`src/rtl/ides4_align_pkg.sv`:
```
// Shared types and counter widths for the IDES4 word-alignment controller.
package ides4_align_pkg;

   typedef enum logic [2:0] {
      StIdle,
      StPulse,
      StSettle,
      StCheck,
      StLocked,
      StFail
   } state_e;

   localparam int unsigned CntW    = 8;
   localparam int unsigned SettleW = 4;

   function automatic logic [CntW-1:0] sat_inc(input logic [CntW-1:0] v);
      return (v == {CntW{1'b1}}) ? v : v + 1'b1;
   endfunction

endpackage

```
`src/rtl/ides4_pattern_match.sv`:
```
// Word comparator with a saturating count of consecutive qualifying words.
// COUNT_MISS selects whether matches or mismatches are the counted event.
module ides4_pattern_match
   import ides4_align_pkg::*;
#(
   parameter logic [3:0]  PATTERN    = 4'b0011,
   parameter bit          COUNT_MISS = 1'b0,
   parameter int unsigned TARGET     = 8
) (
   input  logic       clk,
   input  logic       rst_n,
   input  logic       clr,
   input  logic       en,
   input  logic [3:0] word,
   output logic       hit,
   output logic       last
);

   logic [CntW-1:0] cnt_q, cnt_d;

   assign hit  = en & ((word == PATTERN) != COUNT_MISS);
   // One more qualifying word will reach TARGET.
   assign last = (cnt_q >= CntW'(TARGET - 1));

   always_comb begin
      cnt_d = cnt_q;
      if (clr) begin
         cnt_d = '0;
      end else if (en) begin
         cnt_d = hit ? sat_inc(cnt_q) : '0;
      end
   end

   always_ff @(posedge clk or negedge rst_n) begin
      if (!rst_n) begin
         cnt_q <= '0;
      end else begin
         cnt_q <= cnt_d;
      end
   end

endmodule

```
`src/rtl/ides4_align_ctrl.sv`:
```
// IDES4 word-alignment controller: pulses CALIB until q_i shows PATTERN.
// Define IDES4_ALIGN_RELOCK_EN to realign on loss of lock instead of failing.
module ides4_align_ctrl
   import ides4_align_pkg::*;
#(
   parameter logic [3:0]  PATTERN    = 4'b0011,
   parameter int unsigned SETTLE_CYC = 3,
   parameter int unsigned MATCH_CNT  = 8,
   parameter int unsigned MAX_TRIES  = 8,
   parameter int unsigned LOSS_CNT   = 4
) (
   input  logic       clk,
   input  logic       rst_i,
   input  logic       start_i,
   input  logic [3:0] q_i,
   output logic       calib_o,
   output logic       busy_o,
   output logic       aligned_o,
   output logic       fail_o,
   output logic [1:0] shift_o
);

   state_e             state_q, state_d;
   logic [CntW-1:0]    tries_q, tries_d;
   logic [SettleW-1:0] settle_q, settle_d;
   logic [1:0]         shift_q, shift_d;
   logic               in_check, in_locked;
   logic               match_hit, match_last, loss_hit, loss_last;

   assign in_check  = (state_q == StCheck);
   assign in_locked = (state_q == StLocked);

   ides4_pattern_match #(
      .PATTERN    (PATTERN),
      .COUNT_MISS (1'b0),
      .TARGET     (MATCH_CNT)
   ) u_match (
      .clk   (clk),
      .rst_n (rst_i),
      .clr   (!in_check),
      .en    (in_check),
      .word  (q_i),
      .hit   (match_hit),
      .last  (match_last)
   );

   ides4_pattern_match #(
      .PATTERN    (PATTERN),
      .COUNT_MISS (1'b1),
      .TARGET     (LOSS_CNT)
   ) u_loss (
      .clk   (clk),
      .rst_n (rst_i),
      .clr   (!in_locked),
      .en    (in_locked),
      .word  (q_i),
      .hit   (loss_hit),
      .last  (loss_last)
   );

   always_comb begin
      state_d  = state_q;
      tries_d  = tries_q;
      settle_d = settle_q;
      shift_d  = shift_q;
      unique case (state_q)
         StIdle: begin
            // The first check runs without a pulse so aligned data locks at once.
            if (start_i) begin
               state_d = StCheck;
               tries_d = '0;
               shift_d = '0;
            end
         end
         StPulse: begin
            state_d  = StSettle;
            tries_d  = sat_inc(tries_q);
            shift_d  = shift_q + 2'd1;
            settle_d = '0;
         end
         StSettle: begin
            if (settle_q == SettleW'(SETTLE_CYC - 1)) begin
               state_d = StCheck;
            end else if (settle_q != {SettleW{1'b1}}) begin
               settle_d = settle_q + 1'b1;
            end
         end
         StCheck: begin
            if (match_hit) begin
               if (match_last) state_d = StLocked;
            end else if (tries_q < CntW'(MAX_TRIES)) begin
               state_d = StPulse;
            end else begin
               state_d = StFail;
            end
         end
         StLocked: begin
            if (!start_i) begin
               state_d = StIdle;
            end else if (loss_hit && loss_last) begin
`ifdef IDES4_ALIGN_RELOCK_EN
               state_d = StPulse;
               tries_d = '0;
`else
               state_d = StFail;
`endif
            end
         end
         StFail: begin
            if (!start_i) state_d = StIdle;
         end
         default: state_d = StIdle;
      endcase
   end

   always_ff @(posedge clk or negedge rst_i) begin
      if (!rst_i) begin
         state_q  <= StIdle;
         tries_q  <= '0;
         settle_q <= '0;
         shift_q  <= '0;
      end else begin
         state_q  <= state_d;
         tries_q  <= tries_d;
         settle_q <= settle_d;
         shift_q  <= shift_d;
      end
   end

   // Decoded straight from the state register so reset drops CALIB immediately.
   assign calib_o   = (state_q == StPulse);
   assign busy_o    = (state_q == StPulse) || (state_q == StSettle) || (state_q == StCheck);
   assign aligned_o = in_locked;
   assign fail_o    = (state_q == StFail);
   assign shift_o   = shift_q;

endmodule

```
`config.mk`:
```
export PLATFORM = sky130hd
export DESIGN_NAME = ides4_align_ctrl
export DESIGN_NICKNAME = d
export VERILOG_FILES = /design/src/rtl/ides4_align_pkg.sv /design/src/rtl/ides4_pattern_match.sv /design/src/rtl/ides4_align_ctrl.sv
export SDC_FILE = /design/constraint.sdc
export NUM_CORES = 1
export LEC_CHECK = 0
export ABC_AREA = 1
export CORE_MARGIN = 4
export CORE_UTILIZATION = 50
export DETAILED_ROUTE_END_ITERATION = 16
export PLACE_DENSITY_LB_ADDON = 0.25
export SETUP_SLACK_MARGIN = 0.2
export SYNTH_ARGS = -nofsm -noshare
export SYNTH_HDL_FRONTEND = slang
export SYNTH_HIERARCHICAL = 1
export SYNTH_SLANG_ARGS = --single-unit
```
`constraint.sdc`:
```
create_clock -name clk -period 2.8 [get_ports clk]
set_input_delay 0.56 -clock clk [delete_from_list [all_inputs] [get_ports clk]]
set_output_delay 0.56 -clock clk [all_outputs]
set_load 0.02 [all_outputs]
```
==> metrics, run 1 <==
status=finished clean; Max-cap violations=0; Finish-stage setup viols=0; Post-synth top flop=dfrtp_1; synthesized area=2300 sq um; initial antenna violation count=0; most common cell after layout, fill and taps aside=nand2_1; proportion of power drawn by the clock network=19.0%; RR Startpoint=state_q[0]$_DFFE_PN0P_; io pins=13; pin count of the biggest net entering global routing=34; Post-CTS Hold Fix Bufs=0; Rel. slew slack=71.8%; layout cells sized above 1=14.6%; detailed placement HPWL=3350 microns; Post-Syn Nets=331; vias per inst=5.07; Multi-input gate area=1330 sq um; RSZ-0062 raised after global routing=no; crit path kind=register to output pin; Synth cell types=34; FF-to-FF End=state_q[0]$_DFFE_PN0P_; P_leak=1.29 nW; power per cell area=712 nW/um^2; HP Start=shift_o[1]$_DFFE_PN0P_; Rows=24; Chip Width=75.8 microns; Root Buffer Master=clkbuf_8; GRT Overall Usage=17.3%; Least-Margin Pin Slew=0.423 ns; Psw=0.807 mW; DR vias=1967; worst skew pair latency=0.28 ns; TritonCTS Buffers=5; yosys warns=6; Gate power share=44.2%; Sequential Power Share=36.8%; fin crit share=86.8%; fillers=417; Internal Dissipation=1.01 mW; R2R Setup Slk=0.89 ns; syn_area_per_cell=7.24 sq um; clk slew on worst S/H paths=0.07 ns; Worst Reg-to-Reg Cells=13; n_diodes=0; fmax=411 MHz; FF+latch count, synth=33; most frequent cells in the layout=nand2_1, dfrtp_1, nand3_1; Final TNS setup=0 ns; number of port buffers=12; CTS tree=built; die footprint=5740 sq um; Congestion Overflow GR=0; worst hold-check path type=register to register; CP max FO=6; area added between synthesis and finish=11.5%; Final Wtd Congestion=0.844; Finished Layout Cells=388; first-pass iteration count of the detailed router=4; DR WL/cell=11.5 microns; number of synthesized flops with an enable pin=0; Worst setup SP type=register; core area=4410 sq um; Post-synth ARST share=100%; Post-Route Utilization=58.0%; H-tree level count=2; Post-DRT Antenna Nets=0; Required @ worst endpoint=2.24 ns; Num Clock Sinks=33; maximum vdd drop=0.451 mV; NumNets Final=349; total wire length=4480 microns; CTS max path bufs=2; min cycle time layout=2.43 ns; sw frac=44.3%; Reg area=826 sq um; WHS Endpoint=shift_o[1]$_DFFE_PN0P_; # DRC=0; register area share after synthesis=36.0%; synthesized instance count=317; placed insts=380; Worst Setup End Kind=output pin; 1st-iter DRT viols=82; vias in the first global route=1817; first-pass GRT wire length=7790 microns; Die Ht=75.8 microns; Initial Utilization=52.0%; Critical Path AT=1.87 ns; Clock Skews=0.00201 ns; final hold vios=0; Slew Viols, Final=0; worst hold stages=1
logic make-up after synthesis:
kind of cell | Yosys count | share of synthesized area [%]
DFF | 33 | 36.0
adders and majority gates | 7 | 3.81
AOI/OAI and AO/OA | 18 | 6.10
xor gates and xnor gates | 7 | 2.67
buffers and inverters | 36 | 6.27
and+or+nand+nor | 216 | 45.2
layer usage:
layer | vias up | GRT usage [%] | share of wire (%)
li1 | 1054 | - | -
met2 | 14 | 29.8 | 50
met5 | - | 0 | 0
met1 | 897 | 21.8 | 47
met3 | 2 | 3.83 | 2.5
met4 | 0 | 4.47 | 0.49
sequential cells by signal, indices dropped and copies added, names as in the netlist:
name and count:
settle_q 4, shift_o 2, state_q 3, tries_q 8
u_loss/cnt_q 8, u_match/cnt_q 8
cell usage after synthesis, types with 2 or more instances:
cell type | count | area share, %
nand2_1 | 109 | 18
dfrtp_1 | 33 | 36
nand3_1 | 32 | 7.0
inv_1 | 28 | 4.6
nor2_1 | 28 | 4.6
nand2_2 | 9 | 2.5
ha_1 | 7 | 3.8
nand4_1 | 7 | 1.9
nor2_2 | 6 | 1.6
nor3_1 | 6 | 1.3
o21ai_2 | 6 | 2.3
inv_2 | 5 | 0.82
nand2_4 | 4 | 2.0
xnor2_1 | 4 | 1.5
nand3b_1 | 3 | 0.98
nor2_4 | 3 | 1.5
xor2_1 | 3 | 1.1
a21oi_1 | 2 | 0.44
nand3_2 | 2 | 0.87
nand3_4 | 2 | 1.5
o21ai_1 | 2 | 0.44
o21bai_1 | 2 | 0.65
o31ai_1 | 2 | 0.65
or2_2 | 2 | 0.54
power groups by stage:
stage	combinational (mW)	clock, mW	sequential, mW
CTS	0.813	0.356	0.663
global route	0.916	0.387	0.684
global placement	0.796	0	0.668
floorplan	0.605	0	0.672
detailed placement	0.810	0	0.672
finish	0.806	0.346	0.670
per-stage QoR:
stage	setup slack (ns)	instance area (sq um)	total power [mW]	hold slack, ns
floorplan	1.14	2300	1.28	0.264
global placement	0.661	2470	1.46	0.476
detailed placement	0.610	2470	1.48	0.477
CTS	0.311	2550	1.83	0.488
global route	0.257	2560	1.99	0.521
finish	0.369	2560	1.82	0.490
layout make-up:
| cell class | count | share of cell area, % |
|---|---|---|
| timing repair buffer | 13 | 4.99 |
| tap | 52 | 2.54 |
| clock buffer | 6 | 2.83 |
| clock inverter | 2 | 0.391 |
| multi-input combinational | 248 | 52.0 |
| sequential | 33 | 32.3 |
| inverter | 34 | 4.99 |
worst max-delay path by stage:
stage / startpoint / endpoint / slack, ns
after floorplan: state_q[0]$_DFFE_PN0P_ / state_q[0]$_DFFE_PN0P_ / 1.14
after detailed placement: state_q[0]$_DFFE_PN0P_ / aligned_o / 0.61
after global routing: state_q[0]$_DFFE_PN0P_ / aligned_o / 0.26
after CTS: state_q[0]$_DFFE_PN0P_ / aligned_o / 0.31
final: state_q[0]$_DFFE_PN0P_ / aligned_o / 0.37
after global placement: state_q[0]$_DFFE_PN0P_ / aligned_o / 0.66
worst max-delay path, stage by stage, from the launching register on:
cell and delay (ns):
dfrtp_1 0.48, nor2_4 0.20, nand2_1 0.12, inv_1 0.16, clkdlybuf4s50_1 0.63
what timing repair did:
action | CTS | global route
setup endpoints to repair | 0 | 1
resized for setup | 0 | 1
hold endpoints to repair | 0 | 0
setup buffers | 0 | 0
Note: power is estimated with default switching activity, not from simulation.
==> run 2, diff against run 1 <==
GPL_TIMING_DRIVEN = 0   (was not set)
RECOVER_POWER = 100   (was not set)
SKIP_LAST_GASP = 1   (was not set)
==> run 2 against run 1 <==
Effect of this change: count of clock-buffer cells in the layout decreased by 1; the flow now finishes with violations (capacitance limit, slew limit); clock skew up 0.0060 ns; fmax is 2.8% lower; highest routed layer unchanged.
==> metrics, run 2 (synthesis results as in run 1) <==
1st-iter DRT viols=129 (was 82); CP max FO=6 (unchanged); maximum vdd drop=0.462 mV (was 0.451 mV); DR vias=1968 (was 1967); global routing usage on met3=3.96% (was 3.83%); Worst Reg-to-Reg Cells=8 (was 13); n_diodes=0 (unchanged); grt met2 use=27.9% (was 29.8%); H-tree level count=2 (unchanged); RSZ-0062 raised after global routing=no (unchanged); first-pass iteration count of the detailed router=5 (was 4); worst hold margin=0.484 ns (was 0.490 ns); # Post-CTS Setup Buffers=0 (unchanged); detailed placement HPWL=3290 microns (was 3350 microns); CTS max path bufs=2 (unchanged); most frequent cells in the layout=nand2_1, nand3_1, dfrtp_1 (was nand2_1, dfrtp_1, nand3_1); worst skew pair latency=0.28 ns (about the same); Largest regs=tries_q x8, u_loss/cnt_q x8, u_match/cnt_q x8 (unchanged); clk slew on worst S/H paths=0.06 ns (was 0.07 ns); area added between synthesis and finish=8.94% (was 11.5%); Required @ worst endpoint=2.24 ns (about the same); first-pass GRT wire length=7580 microns (was 7790 microns); worst hold-check path type=register to register (unchanged); layout cells sized above 1=11.0% (was 14.6%); status=complete, but fails checks (was finished clean); initial antenna violation count=0 (unchanged); Post-CTS Hold Fix Bufs=0 (unchanged); io pins=13 (unchanged); Final Wtd Congestion=0.851 (was 0.844); P_leak=1.27 nW (was 1.29 nW); number of port buffers=12 (unchanged); busiest grt layer=met2 (unchanged); crit path kind=register to output pin (unchanged); Chip Width=75.8 microns (unchanged); Rows=24 (unchanged); Worst setup SP type=register (unchanged); power per cell area=700 nW/um^2 (was 712 nW/um^2); most common cell after layout, fill and taps aside=nand2_1 (unchanged); Post-DRT Antenna Nets=0 (unchanged); Post-Route Utilization=56.7% (was 58.0%); Rel. slew slack=-20.3% (was 71.8%); Initial Utilization=52.0% (unchanged); failing checks=capacitance limit, slew limit; Congestion Overflow GR=0 (unchanged); # DRC=0 (unchanged); Num Clock Sinks=33 (unchanged); CTS tree=built (unchanged); worst hold stages=1 (unchanged); fmax=400 MHz (was 411 MHz); total wire length=4490 microns (was 4480 microns); core area=4410 sq um (unchanged); pin count of the biggest net entering global routing=34 (unchanged); Finish-stage setup viols=0 (unchanged); die footprint=5740 sq um (unchanged); min cycle time layout=2.50 ns (was 2.43 ns); Critical Path AT=1.94 ns (was 1.87 ns); vias per inst=5.09 (was 5.07); met1 Usage GRT=21.8% (about the same); Final TNS setup=0 ns (unchanged); Die Ht=75.8 microns (unchanged); TritonCTS Buffers=5 (unchanged); Worst Setup End Kind=output pin (unchanged); DR WL/cell=11.6 microns (was 11.5 microns); Slew Viols, Final=34 (was 0); Clock Skews=0.00803 ns (was 0.00201 ns); Least-Margin Pin Slew=1.80 ns (was 0.423 ns); GRT Overall Usage=17.0% (was 17.3%); final hold vios=0 (unchanged); fin crit share=89.3% (was 86.8%); NumNets Final=350 (was 349); Max-cap violations=1 (was 0); vias in the first global route=1794 (was 1817); Root Buffer Master=clkbuf_8 (unchanged); Tot Pwr=1.75 mW (was 1.82 mW)
==> run 2: cell count changes in the layout (fill, tap and decap cells not counted), sizes merged <==
cell and delta:
clkbuf +1, clkdlybuf4s50 -8, dlygate4sd3 +7, inv -1
==> run 2: area by class of cell <==
class                           instances  area [sq um]
Clock buffer                            5          68.8
Fill cell                             456          1910
Inverter                               34           128
Multi-Input combinational cell        248          1290
Tap cell                               52          65.1
Clock inverter                          1          5.00
Sequential cell                        33           826
Buffer                                  2          8.76
Timing Repair Buffer                   12           114
==> run 2: final timing paths <==
path / startpoint / endpoint / slack (ns)
worst max-delay path: state_q[0]$_DFFE_PN0P_ / aligned_o / 0.30
worst min-delay path: shift_o[1]$_DFFE_PN0P_ / shift_o[1]$_DFFE_PN0P_ / 0.48
worst max register to register: state_q[0]$_DFFE_PN0P_ / u_match/cnt_q[6]$_DFFE_PN0P_ / 0.83
worst min register to register: shift_o[1]$_DFFE_PN0P_ / shift_o[1]$_DFFE_PN0P_ / 0.48
max in group asynchronous: rst_i / settle_q[1]$_DFFE_PN0P_ / 1.00
min in group asynchronous: rst_i / u_loss/cnt_q[7]$_DFFE_PN0P_ / 0.76
==> run 2: per-stage QoR <==
| stage | instance area [sq um] | cells | setup slack [ns] |
|---|---|---|---|
| 5_1_grt | 2500 | 387 | 0.188 |
| 3_5_place_dp | 2480 | 381 | 0.594 |
| 4_1_cts | 2550 | 387 | 0.278 |
| 3_3_place_gp | 2480 | 381 | 0.440 |
| 6_report | 2500 | 387 | 0.299 |
| 2_1_floorplan | 2300 | 317 | 1.14 |
==> run 2: repair_timing <==
action,4_1_cts,5_1_grt
hold endpoints to repair,0,0
endpoints found under the setup margin,0,1
gates resized for setup,0,1
==> run 2: layer usage <==
layer | vias to the layer above | wire, microns
met5 | - | 0
met4 | 0 | 61
met3 | 5 | 94
met2 | 13 | 2120
met1 | 904 | 2210
li1 | 1046 | -
==> run 2: critical path: stages, from the launching register on <==
cell	delay, ns
dfrtp_1	0.48
nor2_4	0.21
nand2_1	0.12
inv_1	0.17
dlygate4sd3_1	0.69
==> run 2: where the power goes <==
group / internal [mW] / switching, mW
Sequential: 0.559 / 0.109
Combinational: 0.260 / 0.490
Clock: 0.163 / 0.170
Total: 0.982 / 0.769
